--- config.mk ---
export PLATFORM = sky130hd
export DESIGN_NAME = m2_cs
export DESIGN_NICKNAME = d
export VERILOG_FILES = /design/src/rtl/m2_cs.sv
export SDC_FILE = /design/constraint.sdc
export NUM_CORES = 1
export LEC_CHECK = 0
export CAP_MARGIN = 20
export CORE_AREA = 4 4 322 198
export CTS_CLUSTER_DIAMETER = 30
export DETAILED_ROUTE_END_ITERATION = 8
export DIE_AREA = 0 0 326 202
export GPL_ROUTABILITY_DRIVEN = 0
export GPL_TIMING_DRIVEN = 0
export PLACE_DENSITY_LB_ADDON = 0.2
export SLEW_MARGIN = 20
export SYNTH_ARGS = -nofsm -noshare
export SYNTH_HDL_FRONTEND = slang
export SYNTH_SLANG_ARGS = --single-unit
--- constraint.sdc ---
create_clock -name CLOCK_50 -period 9.4 [get_ports CLOCK_50]
set_input_delay 0.94 -clock CLOCK_50 [delete_from_list [all_inputs] [get_ports CLOCK_50]]
set_output_delay 0.94 -clock CLOCK_50 [all_outputs]
set_load 0.02 [all_outputs]
--- src/rtl/m2_cs.sv ---
// m2_cs: second IDCT matrix stage. Computes S = Ct x T for one 8x8 block, reading T and packed C
// from DPRAMs, using three shared multipliers, and writing clipped 8-bit S pixels in pairs.
module m2_cs #(
   parameter int CS_DIVISOR = 16,
   parameter int CLIP_MAX   = 255
) (
   input  logic        CLOCK_50,
   input  logic        Resetn,
   input  logic        Start,
   input  logic [31:0] read_data_T_a,
   input  logic [31:0] read_data_T_b,
   input  logic [31:0] read_data_C_a,
   input  logic [31:0] read_data_C_b,
   input  logic [31:0] M1,
   input  logic [31:0] M2,
   input  logic [31:0] M3,
   output logic [31:0] M1_op1,
   output logic [31:0] M1_op2,
   output logic [31:0] M2_op1,
   output logic [31:0] M2_op2,
   output logic [31:0] M3_op1,
   output logic [31:0] M3_op2,
   output logic [6:0]  address_T_a,
   output logic [6:0]  address_T_b,
   output logic [6:0]  address_C_a,
   output logic [6:0]  address_C_b,
   output logic [6:0]  address_S,
   output logic [31:0] write_data_S,
   output logic        wren_S,
   output logic        Done,
   output logic [2:0]  o_dbg_state
);

   // Handshake: Start is a level request accepted only in S_IDLE; Done is a one-cycle pulse
   // that follows the 32nd S write, after which the FSM is back in S_IDLE.
   typedef enum logic [2:0] {
      S_IDLE, S_LEAD, S_LOOP0, S_LOOP1, S_LOOP2, S_DRAIN, S_DONE
   } state_t;

   state_t      r_state, w_state_n;
   logic [5:0]  r_e, w_e_n;
   logic [2:0]  w_i, w_j;
   logic        w_iss_v, w_iss_pre;
   logic [1:0]  w_iss_ph;
   logic [6:0]  w_addr_ta_n, w_addr_tb_n, w_addr_ca_n, w_addr_cb_n;

   logic        r_rd0_v, r_rd0_pre, r_rd1_v, r_rd1_pre, r_mul_v;
   logic [1:0]  r_rd0_ph, r_rd1_ph, r_mul_ph;
   logic [5:0]  r_rd0_e, r_rd1_e, r_mul_e;

   logic [31:0] r_t0 [8];
   logic [31:0] r_t1 [8];
   logic [31:0] r_acc;
   logic [7:0]  r_buf;

   logic [31:0]        w_ca_hi, w_ca_lo, w_cb_hi, w_cb_lo;
   logic [31:0]        w_sum;
   logic signed [31:0] w_shift;
   logic [7:0]         w_pix;

   assign w_i         = r_e[5:3];
   assign w_j         = r_e[2:0];
   assign Done        = (r_state == S_DONE);
   assign o_dbg_state = r_state;

   // Element (i,j) loop: each phase reads two T rows; rows 0/1 of T are cached in the lead-in
   // so 8 products fit in three cycles. C words 4i..4i+3 are re-read alongside T.
   always_comb begin
      w_state_n   = r_state;
      w_e_n       = r_e;
      w_iss_v     = 1'b0;
      w_iss_pre   = 1'b0;
      w_iss_ph    = 2'd0;
      w_addr_ta_n = address_T_a;
      w_addr_tb_n = address_T_b;
      w_addr_ca_n = address_C_a;
      w_addr_cb_n = address_C_b;
      case (r_state)
         S_IDLE: begin
            w_e_n = 6'd0;
            if (Start && !Done) begin
               w_iss_v     = 1'b1;
               w_iss_pre   = 1'b1;
               w_addr_ta_n = 7'd0;
               w_addr_tb_n = 7'd8;
               w_e_n       = 6'd1;
               w_state_n   = S_LEAD;
            end
         end
         S_LEAD: begin
            w_iss_v     = 1'b1;
            w_iss_pre   = 1'b1;
            w_addr_ta_n = {4'd0, w_j};
            w_addr_tb_n = {4'd1, w_j};
            if (w_j == 3'd7) begin
               w_e_n     = 6'd0;
               w_state_n = S_LOOP0;
            end else begin
               w_e_n = r_e + 6'd1;
            end
         end
         S_LOOP0: begin
            w_iss_v     = 1'b1;
            w_iss_ph    = 2'd0;
            w_addr_ta_n = {1'b0, 3'd2, w_j};
            w_addr_tb_n = {1'b0, 3'd3, w_j};
            w_addr_ca_n = {2'b00, w_i, 2'd1};
            w_addr_cb_n = {2'b00, w_i, 2'd0};
            w_state_n   = S_LOOP1;
         end
         S_LOOP1: begin
            w_iss_v     = 1'b1;
            w_iss_ph    = 2'd1;
            w_addr_ta_n = {1'b0, 3'd4, w_j};
            w_addr_tb_n = {1'b0, 3'd5, w_j};
            w_addr_ca_n = {2'b00, w_i, 2'd2};
            w_addr_cb_n = {2'b00, w_i, 2'd0};
            w_state_n   = S_LOOP2;
         end
         S_LOOP2: begin
            w_iss_v     = 1'b1;
            w_iss_ph    = 2'd2;
            w_addr_ta_n = {1'b0, 3'd6, w_j};
            w_addr_tb_n = {1'b0, 3'd7, w_j};
            w_addr_ca_n = {2'b00, w_i, 2'd3};
            w_addr_cb_n = {2'b00, w_i, 2'd0};
            w_e_n       = r_e + 6'd1;
            w_state_n   = (r_e == 6'd63) ? S_DRAIN : S_LOOP0;
         end
         S_DRAIN: begin
            if (wren_S && (address_S == 7'd31)) w_state_n = S_DONE;
         end
         S_DONE:  w_state_n = S_IDLE;
         default: w_state_n = S_IDLE;
      endcase
   end

   always_ff @(posedge CLOCK_50 or negedge Resetn) begin
      if (!Resetn) begin
         r_state     <= S_IDLE;
         r_e         <= 6'd0;
         address_T_a <= 7'd0;
         address_T_b <= 7'd0;
         address_C_a <= 7'd0;
         address_C_b <= 7'd0;
         r_rd0_v     <= 1'b0;
         r_rd0_pre   <= 1'b0;
         r_rd0_ph    <= 2'd0;
         r_rd0_e     <= 6'd0;
         r_rd1_v     <= 1'b0;
         r_rd1_pre   <= 1'b0;
         r_rd1_ph    <= 2'd0;
         r_rd1_e     <= 6'd0;
      end else begin
         r_state     <= w_state_n;
         r_e         <= w_e_n;
         address_T_a <= w_addr_ta_n;
         address_T_b <= w_addr_tb_n;
         address_C_a <= w_addr_ca_n;
         address_C_b <= w_addr_cb_n;
         r_rd0_v     <= w_iss_v;
         r_rd0_pre   <= w_iss_pre;
         r_rd0_ph    <= w_iss_ph;
         r_rd0_e     <= r_e;
         r_rd1_v     <= r_rd0_v;
         r_rd1_pre   <= r_rd0_pre;
         r_rd1_ph    <= r_rd0_ph;
         r_rd1_e     <= r_rd0_e;
      end
   end

   always_ff @(posedge CLOCK_50) begin
      if (r_rd1_v && r_rd1_pre) begin
         r_t0[r_rd1_e[2:0]] <= read_data_T_a;
         r_t1[r_rd1_e[2:0]] <= read_data_T_b;
      end
   end

   assign w_ca_hi = {{16{read_data_C_a[31]}}, read_data_C_a[31:16]};
   assign w_ca_lo = {{16{read_data_C_a[15]}}, read_data_C_a[15:0]};
   assign w_cb_hi = {{16{read_data_C_b[31]}}, read_data_C_b[31:16]};
   assign w_cb_lo = {{16{read_data_C_b[15]}}, read_data_C_b[15:0]};

   always_ff @(posedge CLOCK_50 or negedge Resetn) begin
      if (!Resetn) begin
         M1_op1   <= 32'd0;
         M1_op2   <= 32'd0;
         M2_op1   <= 32'd0;
         M2_op2   <= 32'd0;
         M3_op1   <= 32'd0;
         M3_op2   <= 32'd0;
         r_mul_v  <= 1'b0;
         r_mul_ph <= 2'd0;
         r_mul_e  <= 6'd0;
      end else begin
         r_mul_v  <= r_rd1_v && !r_rd1_pre;
         r_mul_ph <= r_rd1_ph;
         r_mul_e  <= r_rd1_e;
         if (r_rd1_v && !r_rd1_pre) begin
            M1_op1 <= w_ca_hi;
            M1_op2 <= read_data_T_a;
            M2_op1 <= w_ca_lo;
            M2_op2 <= read_data_T_b;
            if (r_rd1_ph == 2'd0) begin
               M3_op1 <= w_cb_hi;
               M3_op2 <= r_t0[r_rd1_e[2:0]];
            end else if (r_rd1_ph == 2'd1) begin
               M3_op1 <= w_cb_lo;
               M3_op2 <= r_t1[r_rd1_e[2:0]];
            end
         end
      end
   end

   // Final phase has only two live products; M3 is left out of the sum.
   assign w_sum   = r_acc + M1 + M2;
   assign w_shift = $signed(w_sum) >>> CS_DIVISOR;

   always_comb begin
      if (w_shift < 0)             w_pix = 8'd0;
      else if (w_shift > CLIP_MAX) w_pix = 8'(CLIP_MAX);
      else                         w_pix = w_shift[7:0];
   end

   always_ff @(posedge CLOCK_50 or negedge Resetn) begin
      if (!Resetn) begin
         r_acc        <= 32'd0;
         r_buf        <= 8'd0;
         wren_S       <= 1'b0;
         address_S    <= 7'd0;
         write_data_S <= 32'd0;
      end else begin
         wren_S <= 1'b0;
         if (r_mul_v) begin
            case (r_mul_ph)
               2'd0:    r_acc <= M1 + M2 + M3;
               2'd1:    r_acc <= r_acc + M1 + M2 + M3;
               default: begin
                  if (!r_mul_e[0]) begin
                     r_buf <= w_pix;
                  end else begin
                     wren_S       <= 1'b1;
                     address_S    <= {2'b00, r_mul_e[5:3], r_mul_e[2:1]};
                     write_data_S <= {16'd0, r_buf, w_pix};
                  end
               end
            endcase
         end
      end
   end

endmodule

; ---- After elaboration in Yosys (flattened, before gate mapping)
; Memory sizes are Yosys's and may differ from the RTL's.
; Cells that the tools add are included.
[classes]
n_addsub = 6
magnitude_cmp = 2
n_eq_ne = 14
muxes = 29
n_bitwise = 2
n_reduce_logical = 23
[ops]
columns = cell, n
row1 = 32-bit adder, 5
row2 = 32-bit two-way mux, 4
row3 = 7-bit case mux with 5 select lines, 2
row4 = 32-bit case mux with 2 select lines, 1
row5 = 7-bit case mux with 3 select lines, 1
row6 = 3-bit case mux with 6 select lines, 1
row7 = 6-bit case mux with 3 select lines, 1
row8 = "16-bit by 9-bit greater-than comparator with 1-bit output, second input constant", 1
row9 = "16-bit by 1-bit < comparator with 1-bit output, second input constant", 1
row10 = 8-bit two-way mux, 2
row11 = 7-bit two-way mux, 2
row12 = "3-bit == test, second input constant", 4
row13 = 3-bit two-way mux, 4
row14 = 3-bit AND reduction, 3
row15 = 1-bit two-way mux, 7
row16 = "6-bit by 1-bit adder with 6-bit output, second input constant", 1
row17 = "3-bit by 2-bit == test with 1-bit output, second input constant", 2
row18 = "6-bit == test, second input constant", 1
row19 = 6-bit two-way mux, 1
row20 = "2-bit != test, second input constant", 3
row21 = 2-bit AND reduction, 3
row22 = 3-bit nonzero test, 2
row23 = "5-bit == test, second input constant", 1
row24 = 5-bit nonzero test, 1
row25 = 13 further kinds, 22
[word_totals]
reg_bits = 284
mem_bits_rw = 512
wordCells = 106
memories = 2
[memory_table]
columns = memory, depth, width, rd, rd_ports_with_merged_regs, write_ports, line
row1 = r_t0, 8, 32, 1, 0, 1, 51  ; logic [31:0] r_t0 [8];
row2 = r_t1, 8, 32, 1, 0, 1, 52  ; logic [31:0] r_t1 [8];

; ---- Longest topological paths before layout
; Gate-level depths: netlist (run 1).
[logic_depth]
word_depth = 5
ltp_mapped = 20

; ---- Worst setup path after synthesis (run 1)
; Ideal clock, no wire load.
[synth_path]
kind = reg-to-reg
from = reg r_rd1_e[2]
to = mem r_t0[4][0] (enable)
arrival_ps = 5532
t_required_ps = 8836
path_slack_ps = 3303
stages_incl_launch_ff = 5
synth_period_minus_slack_ps = 6097
cell_sequence = dfrtp_1 -> clkbuf_1 -> clkbuf_1 -> nand3_1 -> nor3_1
[synth_rtl]
columns = item, line
row1 = start: declaration, 49  ; logic [5:0] r_rd0_e, r_rd1_e, r_mul_e;
row2 = start signal: assignment, 168  ; r_rd1_e <= r_rd0_e;
row3 = end: declaration, 51
; Straight into the memory's write port.

; ---- Worst setup path after layout (run 1)
[layout_path]
from = in M2[1]
to = reg r_acc[27]
[layout_via]
elab_chain_cells = 3
elab_cells_between_ends = 5
classes_between = add/sub: 4 / mux: 1
[layout_lines]
columns = item, line
row1 = start: declaration, 15  ; input logic [31:0] M2,
row2 = 32-bit adder (on tied branches) (2 in series), "237, 236"
row3 = 32-bit case mux with 2 select lines *, 235  ; case (r_mul_ph)
row4 = end signal: assignment, 236  ; 2'd0: r_acc <= M1 + M2 + M3;
row5 = end signal: assignment, 237  ; 2'd1: r_acc <= r_acc + M1 + M2 + M3;
row6 = end: declaration, 53  ; logic [31:0] r_acc;
; Mark *: on every way between the ends. The rest lies on a longest branch, timed or not.
; A chain may end at the register's enable or synchronous reset.

==> summary.md, run 1 <==
| Metric | Value |
|---|---|
| Synth cell count leaders | `edfxtp_1 (512), dfrtp_1 (255), mux4_2 (160), nand2_1 (140), mux2_2 (133)` |
| R2R cell count | `20` |
| Slew HR | `0.214` |
| Total CTS buffers | `110` |
| Netlist cell types | `92` |
| Nets | `3,386` |
| Die height | `202 microns` |
| Crit path top cell by count | `a21oi_1` |
| I/O pin total | `491` |
| Seq/Total Area, Yosys | `0.601` |
| Yosys top cell by area | `edfxtp_1` |
| Critical-path top delay cell | `clkdlybuf4s50_1` |
| DRC Markers | `0` |
| Final period util | `0.669` |
| Antenna violation net count after detailed routing | `0` |
| Clk pin slew, worst setup/hold paths | `0.06 ns` |
| CP Depth | `21` |
| Maxcap violations | `0` |
| PortBufs | `463` |
| Measured slew at the worst slew-check pin | `1.18 ns` |
| Post-synth EDFFs | `512` |
| Count leader, synth | `edfxtp_1` |
| Grt ovf | `0` |
| Worst vdd ir | `0.251 mV` |
| Final Max Slew Viols | `0` |
| Critical path capture point type | `flip-flop` |
| CTS tree | `yes` |
| Non-filler instance count after layout | `3,925` |
| RSZ-0062 raised after global routing | `false` |
| P&R area growth vs syn | `29.1%` |
| DR pass1 iterations | `7` |
| Vias in the first global route | `25,537` |
| Bufs on Longest Clock Path | `3` |
| Worst Hold Slack | `0.260 ns` |
| Clock Latency Late Sink | `0.67 ns` |
| WP data required | `9.91 ns` |
| WP data arrival | `6.80 ns` |
| Post-Syn Area | `36,200 sq um` |
| Total Power | `13.5 mW` |
| H-tree levels | `3` |
| Core area | `60,500 sq um` |
| Crit path cell chain | `clkdlybuf4s50_1 -> fa_1 -> ha_1 -> fa_1 -> a211oi_1 -> o21ai_1 -> nand3_1 -> a21oi_1 -> o21bai_1 -> a21oi_1 -> xnor2_1 -> ha_1 -> or2_2 -> a21oi_1 -> a21oi_1 -> a221o_1 -> o21ai_0 -> a21boi_1 -> or3_1 -> a32oi_1 -> o21ai_0` |
| Crit path buf inv count | `1` |
| Top cell type's share of synthesized area | `0.425` |
| Routed WL per cell | `27.2 microns` |
| Outcome | `complete, no violations` |
| Power density cells | `289 nW/um^2` |
| Flop and latch count out of synthesis | `767` |
| First-pass GRT wire length | `160,000 microns` |
| CTS Hold Bufs | `0` |
| Worst setup path class | `in -> reg` |
| Die Area | `65,900 sq um` |
| Critical Path Max Stage Delay | `0.57 ns` |
| Post-cts resize count | `0` |
| Die Wd | `326 microns` |
| Setup violators final | `0` |
| Syn avg cell area | `15.4 sq um` |
| Vias | `24,521` |
| Initial antenna violation count | `3` |
| Ratio of cells with drive above 1 in the final layout | `0.226` |
| Post-CTS setup buffer count | `0` |
| Skew final | `0.0347 ns` |
| Critical Path Source Type | `input pin` |
| Top post-synthesis cells by area | `edfxtp_1 (43%), dfrtp_1 (18%), mux4_2 (10%), mux2_2 (4.1%), fa_1 (3.6%)` |
| Final hold vios | `0` |
| Clock root cell | `clkbuf_16` |
| Post-synth ARST share | `0.332` |
| Drt via density | `6.25` |
| DP Cell Count | `3,714` |
| CTS Sinks | `767` |
| Setup_tns | `0 ns` |
| Final Critical Period | `6.29 ns` |
| Leakage power | `17.5 nW` |
| Mapped Cells | `2,356` |
| Site Rows | `70` |
| Initial Util | `0.598` |
| Largest net degree at the start of global routing | `99` |
| Critical path's top delay family | `compound AO/OA/AOI/OAI gates` |
| Gr usage total | `0.325` |
| Starting DRC count in detailed routing | `2,841` |
| Routed wire length | `107,000 microns` |
| Max FO, Critical Path | `6` |
| Top_reg_cell synth | `edfxtp_1` |
| Post-DP HPWL | `72,900 microns` |
| Highest clock rate | `159 MHz` |
| Synth warn | `0` |
| Hold Path Class | `in -> async` |
==> where the power goes <==
part | total [mW] | internal [mW] | switching [mW]
clock | 4.38 | 2.76 | 1.62
combinational | 5.24 | 2.08 | 3.16
sequential | 3.86 | 3.76 | 0.108
==> placed cells by master (no fill, tap or decap), types with 14 or more instances in the layout <==
master	netlist	routed
nor2b_1	15	15
a31oi_1	16	16
clkbuf_1	72	75
a21oi_1	116	116
a211oi_1	14	14
mux2_2	133	133
conb_1	1	27
o211ai_1	14	14
fa_1	65	65
nand2_1	140	140
clkinv_2	0	14
buf_16	0	14
and3_1	14	14
bufinv_16	0	19
ha_1	96	96
mux2i_1	21	21
nor2_1	107	101
clkinvlp_4	0	16
clkdlybuf4s50_1	0	462
o21bai_1	15	15
clkbuf_16	0	112
xor2_1	24	24
nand3_1	28	28
inv_1	34	34
nor3_1	21	19
xnor2_1	57	57
a21o_1	36	36
buf_4	85	98
dfrtp_1	255	255
mux4_2	160	160
edfxtp_1	512	512
o21a_1	19	19
o21ai_0	93	93
==> path summary, 6_finish.rpt <==
kind | start | to | slack (ns)
max in group asynchronous | Resetn | o_dbg_state[0] | 8.15
worst min register to register | r_rd0_e[5] | r_rd1_e[5] | 0.34
worst max-delay path | M2[1] | r_acc[27] | 3.11
worst max register to register | r_acc[1] | r_acc[27] | 3.59
min in group CLOCK_50 | r_rd0_e[5] | r_rd1_e[5] | 0.34
worst min-delay path | Resetn | M2_op1[0] | 0.26
==> cells by family after synthesis <==
family,share of synthesized area
other,0.000104
xor gates and xnor gates,0.0196
adders and majority gates,0.0692
AOI/OAI and AO/OA,0.0754
muxes,0.147
DFF,0.601
and+or+nand+nor,0.0519
buffers and inverters,0.0355
==> per-layer routing <==
layer	wire, microns	GRT usage
met5	0	0
met4	3360	0.105
met3	12100	0.0952
met2	49200	0.497
met1	42100	0.458
==> through the flow <==
step | worst slack, ns | area (sq um) | util
final | 3.11 | 46700 | 0.772
after global routing | 2.76 | 46700 | 0.772
after CTS | 3.32 | 46700 | 0.771
after detailed placement | 2.66 | 42700 | 0.706
after global placement | -4.39 | 41900 | 0.693
after floorplan | 3.30 | 36300 | -
==> sequential cells by signal (all words and copies together), names as in the netlist, 3 cells and up <==
register	cells
M1_op1	16
M1_op2	32
M2_op1	16
M2_op2	32
M3_op1	16
M3_op2	32
address_C_b	3
address_S	5
address_T_a	5
o_dbg_state	3
r_acc	32
r_buf	8
r_e	6
r_mul_e	6
r_rd0_e	6
r_rd1_e	6
r_t0	256
r_t1	256
write_data_S	16
==> area by class of cell <==
type	instances	area, sq um
Sequential cell	767	21800
Timing Repair Buffer	504	5340
Antenna cell	3	7.51
Multi-Input combinational cell	1394	13300
Tap cell	828	1040
Clock buffer	124	2880
Clock inverter	84	1100
Buffer	187	1170
Fill cell	3471	13800
Inverter	34	128
(Power assumes the default switching activity.)
==> inputs of run 2 (changes only) <==
Settings changed: CORE_AREA 4 4 322 198 to 4 4 334 204, DIE_AREA 0 0 326 202 to 0 0 338 208.
Clock period 9.4 ns to 6.55 ns, I/O delays scaled along.
==> summary.md, run 2 (same netlist as run 1, synthesis figures left out) <==
| Metric | Value |
|---|---|
| R2R cell count | `20 (unchanged)` |
| First-pass GRT wire length | `156,000 microns (-2.9%)` |
| DRC Markers | `0 (unchanged)` |
| I/O pin total | `491 (unchanged)` |
| Hold Path Class | `reg -> reg` |
| Maxcap violations | `0 (unchanged)` |
| Final Critical Period | `6.15 ns` |
| Hold Path End | `r_rd1_v` |
| Most common cell after layout, fill and taps aside | `edfxtp_1` |
| Highest clock rate | `163 MHz` |
| Die height | `208 microns (+3.0%)` |
| Clock root cell | `clkbuf_16` |
| Area of the multi-input gates | `13,300 sq um (unchanged)` |
| RSZ-0062 raised after global routing | `false` |
| Vias | `24,083 (-1.8%)` |
| Clk pin slew, worst setup/hold paths | `0.06 ns (about the same)` |
| Non-filler instance count after layout | `3,949 (+0.61%)` |
| Grt ovf | `0 (unchanged)` |
| Routed WL per cell | `26.1 microns (-4.1%)` |
| Routed wire length | `103,000 microns (-3.5%)` |
| Die Wd | `338 microns (+3.7%)` |
| Setup violators final | `0 (unchanged)` |
| Power density cells | `407 nW/um^2 (+41%)` |
| Worst vdd ir | `0.340 mV (+36%)` |
| RR Startpoint | `r_acc[1]` |
| Placed cell areas | `42,800 sq um (+0.18%)` |
| Critical Path Source Type | `input pin` |
| Skew final | `0.0666 ns (+0.0319 ns)` |
| Hold Path Origin | `r_rd0_v` |
| Worst setup path class | `in -> reg` |
| PortBufs | `463 (unchanged)` |
| CTS tree | `yes` |
| Total Power | `18.9 mW (+41%)` |
| Antenna violation net count after detailed routing | `0 (unchanged)` |
| Nets | `3,381 (-0.15%)` |
| Hold depth | `0` |
| Final period util | `0.939` |
| P&R area growth vs syn | `28.6%` |
| Gr usage total | `0.296 (-0.0298)` |
| Drt via density | `6.10 (-2.4%)` |
| Post-cts resize count | `0 (unchanged)` |
| Outcome | `complete, no violations` |
| Leakage power | `17.5 nW (-0.46%)` |
| R2R Setup Slk | `0.57 ns (-3.02 ns)` |
| Largest net degree at the start of global routing | `89 (-10%)` |
| # fillers | `4,214 (+21%)` |
| DP Cell Count | `3,749 (+0.94%)` |
| Sequential cell area | `21,800 sq um (unchanged)` |
| H-tree levels | `3 (unchanged)` |
| Site Rows | `73 (+4.3%)` |
| Design area | `46,500 sq um (-0.37%)` |
| Ratio of cells with drive above 1 in the final layout | `0.226 (+0.000407)` |
| Total CTS buffers | `103 (-6.4%)` |
| CTS Sinks | `767 (unchanged)` |
| Slew HR | `0.272 (+0.0578)` |
| Bufs on Longest Clock Path | `3 (unchanged)` |
| Clock Latency Late Sink | `0.69 ns (+0.02 ns)` |
| Initial Util | `0.552 (-0.0453)` |
| Core area | `65,500 sq um (+8.2%)` |
| Post-DP HPWL | `73,200 microns (+0.38%)` |
| Die Area | `70,300 sq um (+6.8%)` |
| WP data arrival | `6.65 ns (-0.15 ns)` |
| Starting DRC count in detailed routing | `2,765 (-2.7%)` |
| Most frequent cells in the layout | `edfxtp_1 (512), clkdlybuf4s50_1 (462), dfrtp_1 (255), mux4_2 (160), nand2_1 (140)` |
| Initial antenna violation count | `4 (+1)` |
| Max FO, Critical Path | `6 (unchanged)` |
| Final Max Slew Viols | `0 (unchanged)` |
| Vias in the first global route | `25,008 (-2.1%)` |
| DR pass1 iterations | `6 (-1)` |
| WP data required | `7.05 ns (-2.86 ns)` |
| Critical path capture point type | `flip-flop` |
| Final hold vios | `0 (unchanged)` |
| Measured slew at the worst slew-check pin | `1.09 ns (-0.0867 ns)` |
| Reg2reg end | `r_acc[27]` |
[run 2: what timing repair did]
action                                  CTS  global route
endpoints found under the hold margin    13             0
hold buffers                              1             0
buffers inserted                          0             0
endpoints found under the setup margin    0             0
[run 2: worst max-delay path: stages]
cell and delay (ns):
clkdlybuf4s50_1 0.50, fa_1 0.58, ha_1 0.25, fa_1 0.27
a211oi_1 0.12, o21ai_1 0.38, nand3_1 0.25, a21oi_1 0.20
o21bai_1 0.16, a21oi_1 0.12, xnor2_1 0.62, ha_1 0.44
or2_2 0.34, a21oi_1 0.17, a21oi_1 0.10, a221o_1 0.42
o21ai_0 0.32, a21boi_1 0.12, or3_1 0.33, a32oi_1 0.18
o21ai_0 0.11
[run 2: stage by stage]
stage,worst slack [ns],hold WS [ns],TNS (ns),util
final,0.401,0.321,0,0.710
after global routing,0.0719,0.347,0,0.710
after CTS,0.694,0.330,0,0.710
after detailed placement,0.0316,0.336,0,0.653
after global placement,-6.99,0.338,-2708.25,0.641
after floorplan,0.453,0.331,0,-
[run 2: routing by layer]
layer / vias to the layer above / track usage / share of wire
met5: - / 0 / 0.00011
met4: 2 / 0.0878 / 0.029
met3: 214 / 0.0810 / 0.11
met2: 1420 / 0.443 / 0.45
met1: 12188 / 0.429 / 0.41
li1: 10259 / - / -
[run 2: cell type report]
class                   count  share of cell area
well taps                 862              0.0232
diodes                      3            0.000161
plain buffers             187              0.0250
repair buffers            506               0.116
clock inverters            82              0.0220
multi-input cells        1394               0.286
flip-flops and latches    767               0.468
clock buffers             114              0.0581
inverters                  34             0.00274
[run 2: report_power, final]
group / total [mW] / internal, mW / switching (mW) / leakage (nW)
logic: 7.49 / 2.98 / 4.51 / 8.11
clock network: 5.91 / 3.52 / 2.39 / 1.80
registers: 5.54 / 5.39 / 0.154 / 7.55
[run 2: worst max path at each step]
stage               start         end  slack [ns]  cells after the start
4_1_cts             M1[1]   r_acc[27]        0.69                     21
2_1_floorplan  r_rd1_e[2]  r_t0[4][0]        0.45                      4
3_5_place_dp        M1[1]   r_acc[27]        0.03                     21
6_report            M1[1]   r_acc[27]        0.40                     21
3_3_place_gp       Resetn   M2_op2[3]       -6.99                      1
5_1_grt             M1[1]   r_acc[27]        0.07                     21
